[config.mk]
export PLATFORM = sky130hd
export DESIGN_NAME = qkd_collapse_bank
export DESIGN_NICKNAME = d
export VERILOG_FILES = /design/src/rtl/qkd_pkg.sv /design/src/rtl/qkd_lfsr.sv /design/src/rtl/qkd_collapse_bank.sv
export SDC_FILE = /design/constraint.sdc
export NUM_CORES = 1
export LEC_CHECK = 0
export CORE_MARGIN = 1
export CORE_UTILIZATION = 29
export DETAILED_ROUTE_END_ITERATION = 10
export GPL_TIMING_DRIVEN = 1
export PLACE_DENSITY_LB_ADDON = 0.15
export SLEW_MARGIN = 30
export SYNTH_ARGS = -nofsm -noshare
export SYNTH_HDL_FRONTEND = slang
export SYNTH_HIERARCHICAL = 1
export SYNTH_SLANG_ARGS = --single-unit
[constraint.sdc]
create_clock -name clk -period 17.8 [get_ports clk]
set_input_delay 3.56 -clock clk [delete_from_list [all_inputs] [get_ports clk]]
set_output_delay 3.56 -clock clk [all_outputs]
set_load 0.05 [all_outputs]
[src/rtl/qkd_pkg.sv]
// qkd_pkg: shared types and constants for the collapse bank.
// Cell/bank state enums, LFSR taps/seed, statistics counter width.
package qkd_pkg;

  typedef enum logic [1:0] {
    EMPTY     = 2'd0,
    ARMED     = 2'd1,
    COLLAPSED = 2'd2
  } cell_state_t;

  typedef enum logic {
    RUN    = 1'b0,
    KILLED = 1'b1
  } bank_state_t;

  // taps 16,14,13,11 -> bits 15,13,12,10
  localparam logic [15:0] LFSR_TAPS     = 16'hB400;
  localparam logic [15:0] LFSR_SEED_DEF = 16'hACE1;
  localparam int          CNT_W         = 16;

  function automatic logic [CNT_W-1:0] sat_inc(
    input logic [CNT_W-1:0] c
  );
    return (&c) ? c : c + CNT_W'(1);
  endfunction

endpackage

[src/rtl/qkd_lfsr.sv]
// qkd_lfsr: 16-bit Fibonacci LFSR, advances every cycle.
// Ports: clk, reset_n (async low), lfsr (current state).
module qkd_lfsr
  import qkd_pkg::*;
#(
  parameter logic [15:0] SEED = LFSR_SEED_DEF
) (
  input  logic        clk,
  input  logic        reset_n,
  output logic [15:0] lfsr
);

  logic fb;

  assign fb = ^(lfsr & LFSR_TAPS);

  always_ff @(posedge clk or negedge reset_n) begin
    if (!reset_n) begin
      lfsr <= SEED;
    end else begin
      lfsr <= {lfsr[14:0], fb};
    end
  end

endmodule

[src/rtl/qkd_collapse_bank.sv]
// qkd_collapse_bank: DEPTH read-once secrets with basis tags and QBER abort.
// Ports: init/init_addr arm, rd_* measure, fuse_* kill, stats counters.
module qkd_collapse_bank
  import qkd_pkg::*;
#(
  parameter int          WIDTH        = 8,
  parameter int          DEPTH        = 16,
  parameter int          BASIS_W      = 2,
  parameter int          MAX_MISMATCH = 4,
  parameter logic [15:0] LFSR_SEED    = 16'hACE1,
  localparam int         AW           = $clog2(DEPTH)
) (
  input  logic               clk,
  input  logic               reset_n,
  input  logic               init,
  input  logic [AW-1:0]      init_addr,
  input  logic               rd_req,
  input  logic [AW-1:0]      rd_addr,
  input  logic [BASIS_W-1:0] rd_basis,
  output logic               rd_valid,
  output logic [WIDTH-1:0]   rd_data,
  output logic               rd_hit,
  input  logic               fuse_blow,
  output logic               fuse_fire,
  output logic               pad_enable,
  output logic               killed,
  output logic [AW:0]        armed_count,
  output logic [CNT_W-1:0]   match_count,
  output logic [CNT_W-1:0]   mismatch_count
);

  logic [15:0]        lfsr;
  logic               unused_lfsr;
  logic [WIDTH-1:0]   secret;
  logic [BASIS_W-1:0] basis;

  cell_state_t        st_q  [DEPTH];
  logic [WIDTH-1:0]   val_q [DEPTH];
  logic [BASIS_W-1:0] bas_q [DEPTH];

  bank_state_t bank_q;
  bank_state_t bank_d;

  logic same;
  logic rd_armed;
  logic rd_match;
  logic rd_miss;
  logic abort;
  logic kill;
  logic do_init;

  qkd_lfsr #(
    .SEED(LFSR_SEED)
  ) u_lfsr (
    .clk    (clk),
    .reset_n(reset_n),
    .lfsr   (lfsr)
  );

  assign unused_lfsr = ^lfsr;
  assign secret      = lfsr[WIDTH-1:0];
  assign basis       = lfsr[15 -: BASIS_W];

  assign killed  = (bank_q == KILLED);
  assign do_init = init & ~killed;

  // a read racing an init to the same cell never sees it armed
  assign same     = init & rd_req & (init_addr == rd_addr);
  assign rd_armed = rd_req & ~killed & ~same
                  & (st_q[rd_addr] == ARMED);
  assign rd_match = rd_armed & (bas_q[rd_addr] == rd_basis);
  assign rd_miss  = rd_armed & ~rd_match;

  assign abort = rd_miss
               & (MAX_MISMATCH != 0)
               & (mismatch_count != '1)
               & (mismatch_count + CNT_W'(1)
                  == CNT_W'(MAX_MISMATCH));

  always_comb begin
    bank_d = bank_q;
    unique case (bank_q)
      RUN:    if (fuse_blow || abort) bank_d = KILLED;
      KILLED: bank_d = KILLED;
    endcase
  end

  assign kill = (bank_q == RUN) & (bank_d == KILLED);

  always_ff @(posedge clk or negedge reset_n) begin
    if (!reset_n) begin
      bank_q <= RUN;
    end else begin
      bank_q <= bank_d;
    end
  end

  // kill overrides any same-cycle init or collapse
  always_ff @(posedge clk or negedge reset_n) begin
    if (!reset_n) begin
      for (int i = 0; i < DEPTH; i++) begin
        st_q[i]  <= EMPTY;
        val_q[i] <= '0;
        bas_q[i] <= '0;
      end
    end else begin
      for (int i = 0; i < DEPTH; i++) begin
        if (kill) begin
          st_q[i]  <= COLLAPSED;
          val_q[i] <= secret;
        end else if (do_init && init_addr == AW'(i)) begin
          st_q[i]  <= ARMED;
          val_q[i] <= secret;
          bas_q[i] <= basis;
        end else if (rd_armed && rd_addr == AW'(i)) begin
          st_q[i]  <= COLLAPSED;
          val_q[i] <= secret;
        end
      end
    end
  end

  always_ff @(posedge clk or negedge reset_n) begin
    if (!reset_n) begin
      rd_valid       <= 1'b0;
      rd_hit         <= 1'b0;
      rd_data        <= '0;
      fuse_fire      <= 1'b0;
      match_count    <= '0;
      mismatch_count <= '0;
    end else begin
      rd_valid  <= rd_req;
      rd_hit    <= rd_match;
      rd_data   <= rd_match ? val_q[rd_addr] : secret;
      fuse_fire <= rd_armed | kill;
      if (rd_match) begin
        match_count <= sat_inc(match_count);
      end
      if (rd_miss) begin
        mismatch_count <= sat_inc(mismatch_count);
      end
    end
  end

  assign pad_enable = rd_valid & rd_hit & ~killed;

  always_comb begin
    armed_count = '0;
    for (int i = 0; i < DEPTH; i++) begin
      if (st_q[i] == ARMED) begin
        armed_count = armed_count + (AW+1)'(1);
      end
    end
  end

endmodule

==> results.json <==
{
  "outcome": "finished clean",
  "grt_pass1_wl_um": 56000,
  "synthSimpleGateAreaFrac_pct": 11.8,
  "post_cts_resized": 0,
  "hold_buffers": 0,
  "synth_mux_area_share_pct": 23.9,
  "fmaxAchievable_ghz": 0.0720,
  "final_core_util_pct": 34.5,
  "nFillCells": 4556,
  "clkTransAtPathRegs_ns": 0.06,
  "synthArstFlopShare_pct": 100,
  "finalWirelength_um": 35300,
  "drc_errors": 0,
  "synth_most_common_cell": "dfrtp_1",
  "clock_latency_ns": 0.56,
  "first_iter_violations": 604,
  "antenna_found_initial": 0,
  "grt_max_degree": 99,
  "hpwl_um": 23300,
  "cts_buffers": 30,
  "critical_path.max_stage_delay_ns": 0.80,
  "wire_per_inst_um": 19.9,
  "worstMarginPinSlew_ns": 0.894,
  "yosysTopAreaCellShare_pct": 45.3,
  "pin_count": 65,
  "critical_path.startpoint_type": "flip-flop",
  "hold_violations": 0,
  "die_x_um": 218,
  "synth_area_leader_cell": "dfrtp_1",
  "syn_inst": 1099,
  "vias": 8705,
  "htreeDepth": 1,
  "n_antenna_cell": 0,
  "start_util_pct": 29.5,
  "synth-xor-area-share_pct": 7.98,
  "synthesis.area_um2": 13500,
  "cts_max_path_buffers": 3,
  "synth_top_family_by_area": "multiplexers",
  "grt_util_all_layers_pct": 15.3,
  "slew_headroom_pct": 40.4,
  "drive_above_1_share_pct": 28.9,
  "cpMaxStageDelayCell": "clkdlybuf4s50_1",
  "die_area_um2": 47400,
  "grt_pass1_vias": 9049,
  "multiInputGateArea_um2": 6840,
  "slew_violations": 0,
  "power_mw": 1.26,
  "synthFlopType": "dfrtp_1",
  "synth_compound_area_share_pct": 5.20,
  "setup-tns-final_ns": 0,
  "end_kind": "primary output",
  "synth_top_cells_by_area": "dfrtp_1, mux2_2, mux4_2",
  "max_cap_violations": 0,
  "total_leakage_power_nw": 7.14,
  "ys_warn_count": 6,
  "overflow": 0,
  "setup_viol": 0,
  "min_path_type": "reg -> reg",
  "cts_tree": "done",
  "gp_congestion": 0.805,
  "rsz0062_at_grt": "no",
  "firstDrtPassIters": 5,
  "dieHeight_um": 218,
  "crit_top_cell": "ha_1",
  "clock-sinks": 252,
  "cp_max_fo": 6,
  "powerDensity_nw_per_um2": 80.1,
  "ctsRootBufferMaster": "clkbuf_16",
  "synth_fa_ha_area_share_pct": 1.74,
  "vdd_drop_max_mv": 0.0813,
  "core_area_um2": 45700,
  "yosys.cell_types.count": 75,
  "path_class": "reg -> out",
  "synthTopCellsByCount": "dfrtp_1, mux2_2, nand2_1",
  "synth_edf_count": 0,
  "synth_sequential_area_ratio_pct": 46.8,
  "rows": 78,
  "area_growth_pct": 16.9,
  "ys_seq_elements": 252,
  "crit_arrival_ns": 10.33,
  "crit_required_ns": 14.24,
  "vias_per_cell": 4.92,
  "skew_ns": 0.0231,
  "io_buffers": 64,
  "ant_nets": 0,
  "fin_nets": 1180,
  "fin_crit_ns": 13.89,
  "finalCritPeriodShare_pct": 78.0,
  "avgSynthCellArea_um2": 12.3,
  "postCtsSetupBuffers": 0,
  "register_area_um2": 6320,
  "syn_nets": 1132
}
## final timing paths
kind | start | to | slack, ns | depth (start not counted)
worst min register to register | u_lfsr/lfsr[9] | u_lfsr/lfsr[10] | 0.35 | 0
worst min-delay path | u_lfsr/lfsr[9] | u_lfsr/lfsr[10] | 0.35 | 0
worst max register to register | mismatch_count[0] | val_q[2] | 13.64 | 13
worst max-delay path | st_q[31] | armed_count[4] | 3.91 | 40
max in group asynchronous | reset_n | match_count[11] | 13.54 | 2
min in group asynchronous | reset_n | mismatch_count[1] | 3.00 | 1
## report_power, final
group | total, mW | internal, mW | switching [mW]
clock network | 0.648 | 0.401 | 0.247
registers | 0.577 | 0.575 | 0.00209
logic | 0.0383 | 0.0115 | 0.0268
total | 1.26 | 0.988 | 0.276
## flip-flops by register name, indices dropped and copies added, names as in the netlist
register / count
bas_q: 32
fuse_fire: 1
killed: 1
match_count: 16
mismatch_count: 16
rd_data: 8
rd_hit: 1
rd_valid: 1
st_q: 32
u_lfsr/lfsr: 16
val_q: 128
## critical path, delay by kind of cell (launching register included)
kind                       cells  cell delay [ns]
AOI/OAI and AO/OA             10             2.86
muxes                          1             0.10
DFF                            1             0.38
and+or+nand+nor               10             1.59
buffers and inverters          3             0.97
adders and majority gates      8             2.40
xor gates and xnor gates       8             1.47
## cells in the final DEF, fill, tap and decap left out, types with 4 or more instances in the layout
cell             instances
dfrtp_1                244
clkbuf_1                 5
a21oi_1                 33
nor2b_1                 19
nand3_1                 29
xnor2_2                  7
buf_4                    9
and3_1                  10
nand3_2                  7
or3_1                    8
o21a_1                   4
mux2_2                 172
nand4_1                 15
clkinv_2                 6
o21ai_0                 30
inv_1                   20
nand3b_1                 8
nor3_1                  15
a31oi_1                  9
nor3b_1                  7
clkdlybuf4s50_1         61
dfstp_2                  8
nand2b_1                13
xnor3_1                  6
nor2_1                  61
mux4_2                  54
clkbuf_16               31
xnor2_1                 59
clkbuf_8                 6
ha_1                    18
nand2_1                 87
mux2i_1                  5
or2_2                    6
xor2_1                  22
bufinv_16                4
## kinds of logic after synthesis
group,count (synthesis)
buffers and inverters,80
muxes,232
adders and majority gates,19
DFF,252
xor gates and xnor gates,99
AOI/OAI and AO/OA,109
and+or+nand+nor,308
## routing by layer
layer	GRT usage [%]	share of wire (%)	vias to the layer above
li1	-	-	4071
met2	24.8	47	149
met4	4.04	1.9	0
met5	0	0	-
met1	21.7	48	4445
met3	1.72	2.9	40
## per-stage QoR
stage | std cells | setup WS (ns) | hold WS (ns) | cell area, um^2
after CTS | 1770 | 3.83 | 0.355 | 15800
after detailed placement | 1715 | 4.47 | 0.343 | 14700
after global routing | 1770 | 2.95 | 0.380 | 15800
after floorplan | 1099 | 6.07 | 0.331 | 13500
after global placement | 1715 | 4.73 | 0.345 | 14700
final | 1770 | 3.91 | 0.352 | 15800
## area by class of cell
| cell class | instances | area share (%) |
|---|---|---|
| Multi-Input combinational cell | 767 | 43.4 |
| Inverter | 22 | 0.524 |
| Tap cell | 600 | 4.76 |
| Clock inverter | 13 | 1.13 |
| Sequential cell | 252 | 40.1 |
| Timing Repair Buffer | 74 | 4.57 |
| Clock buffer | 42 | 5.56 |
Power figures use the tool's default switching activity.
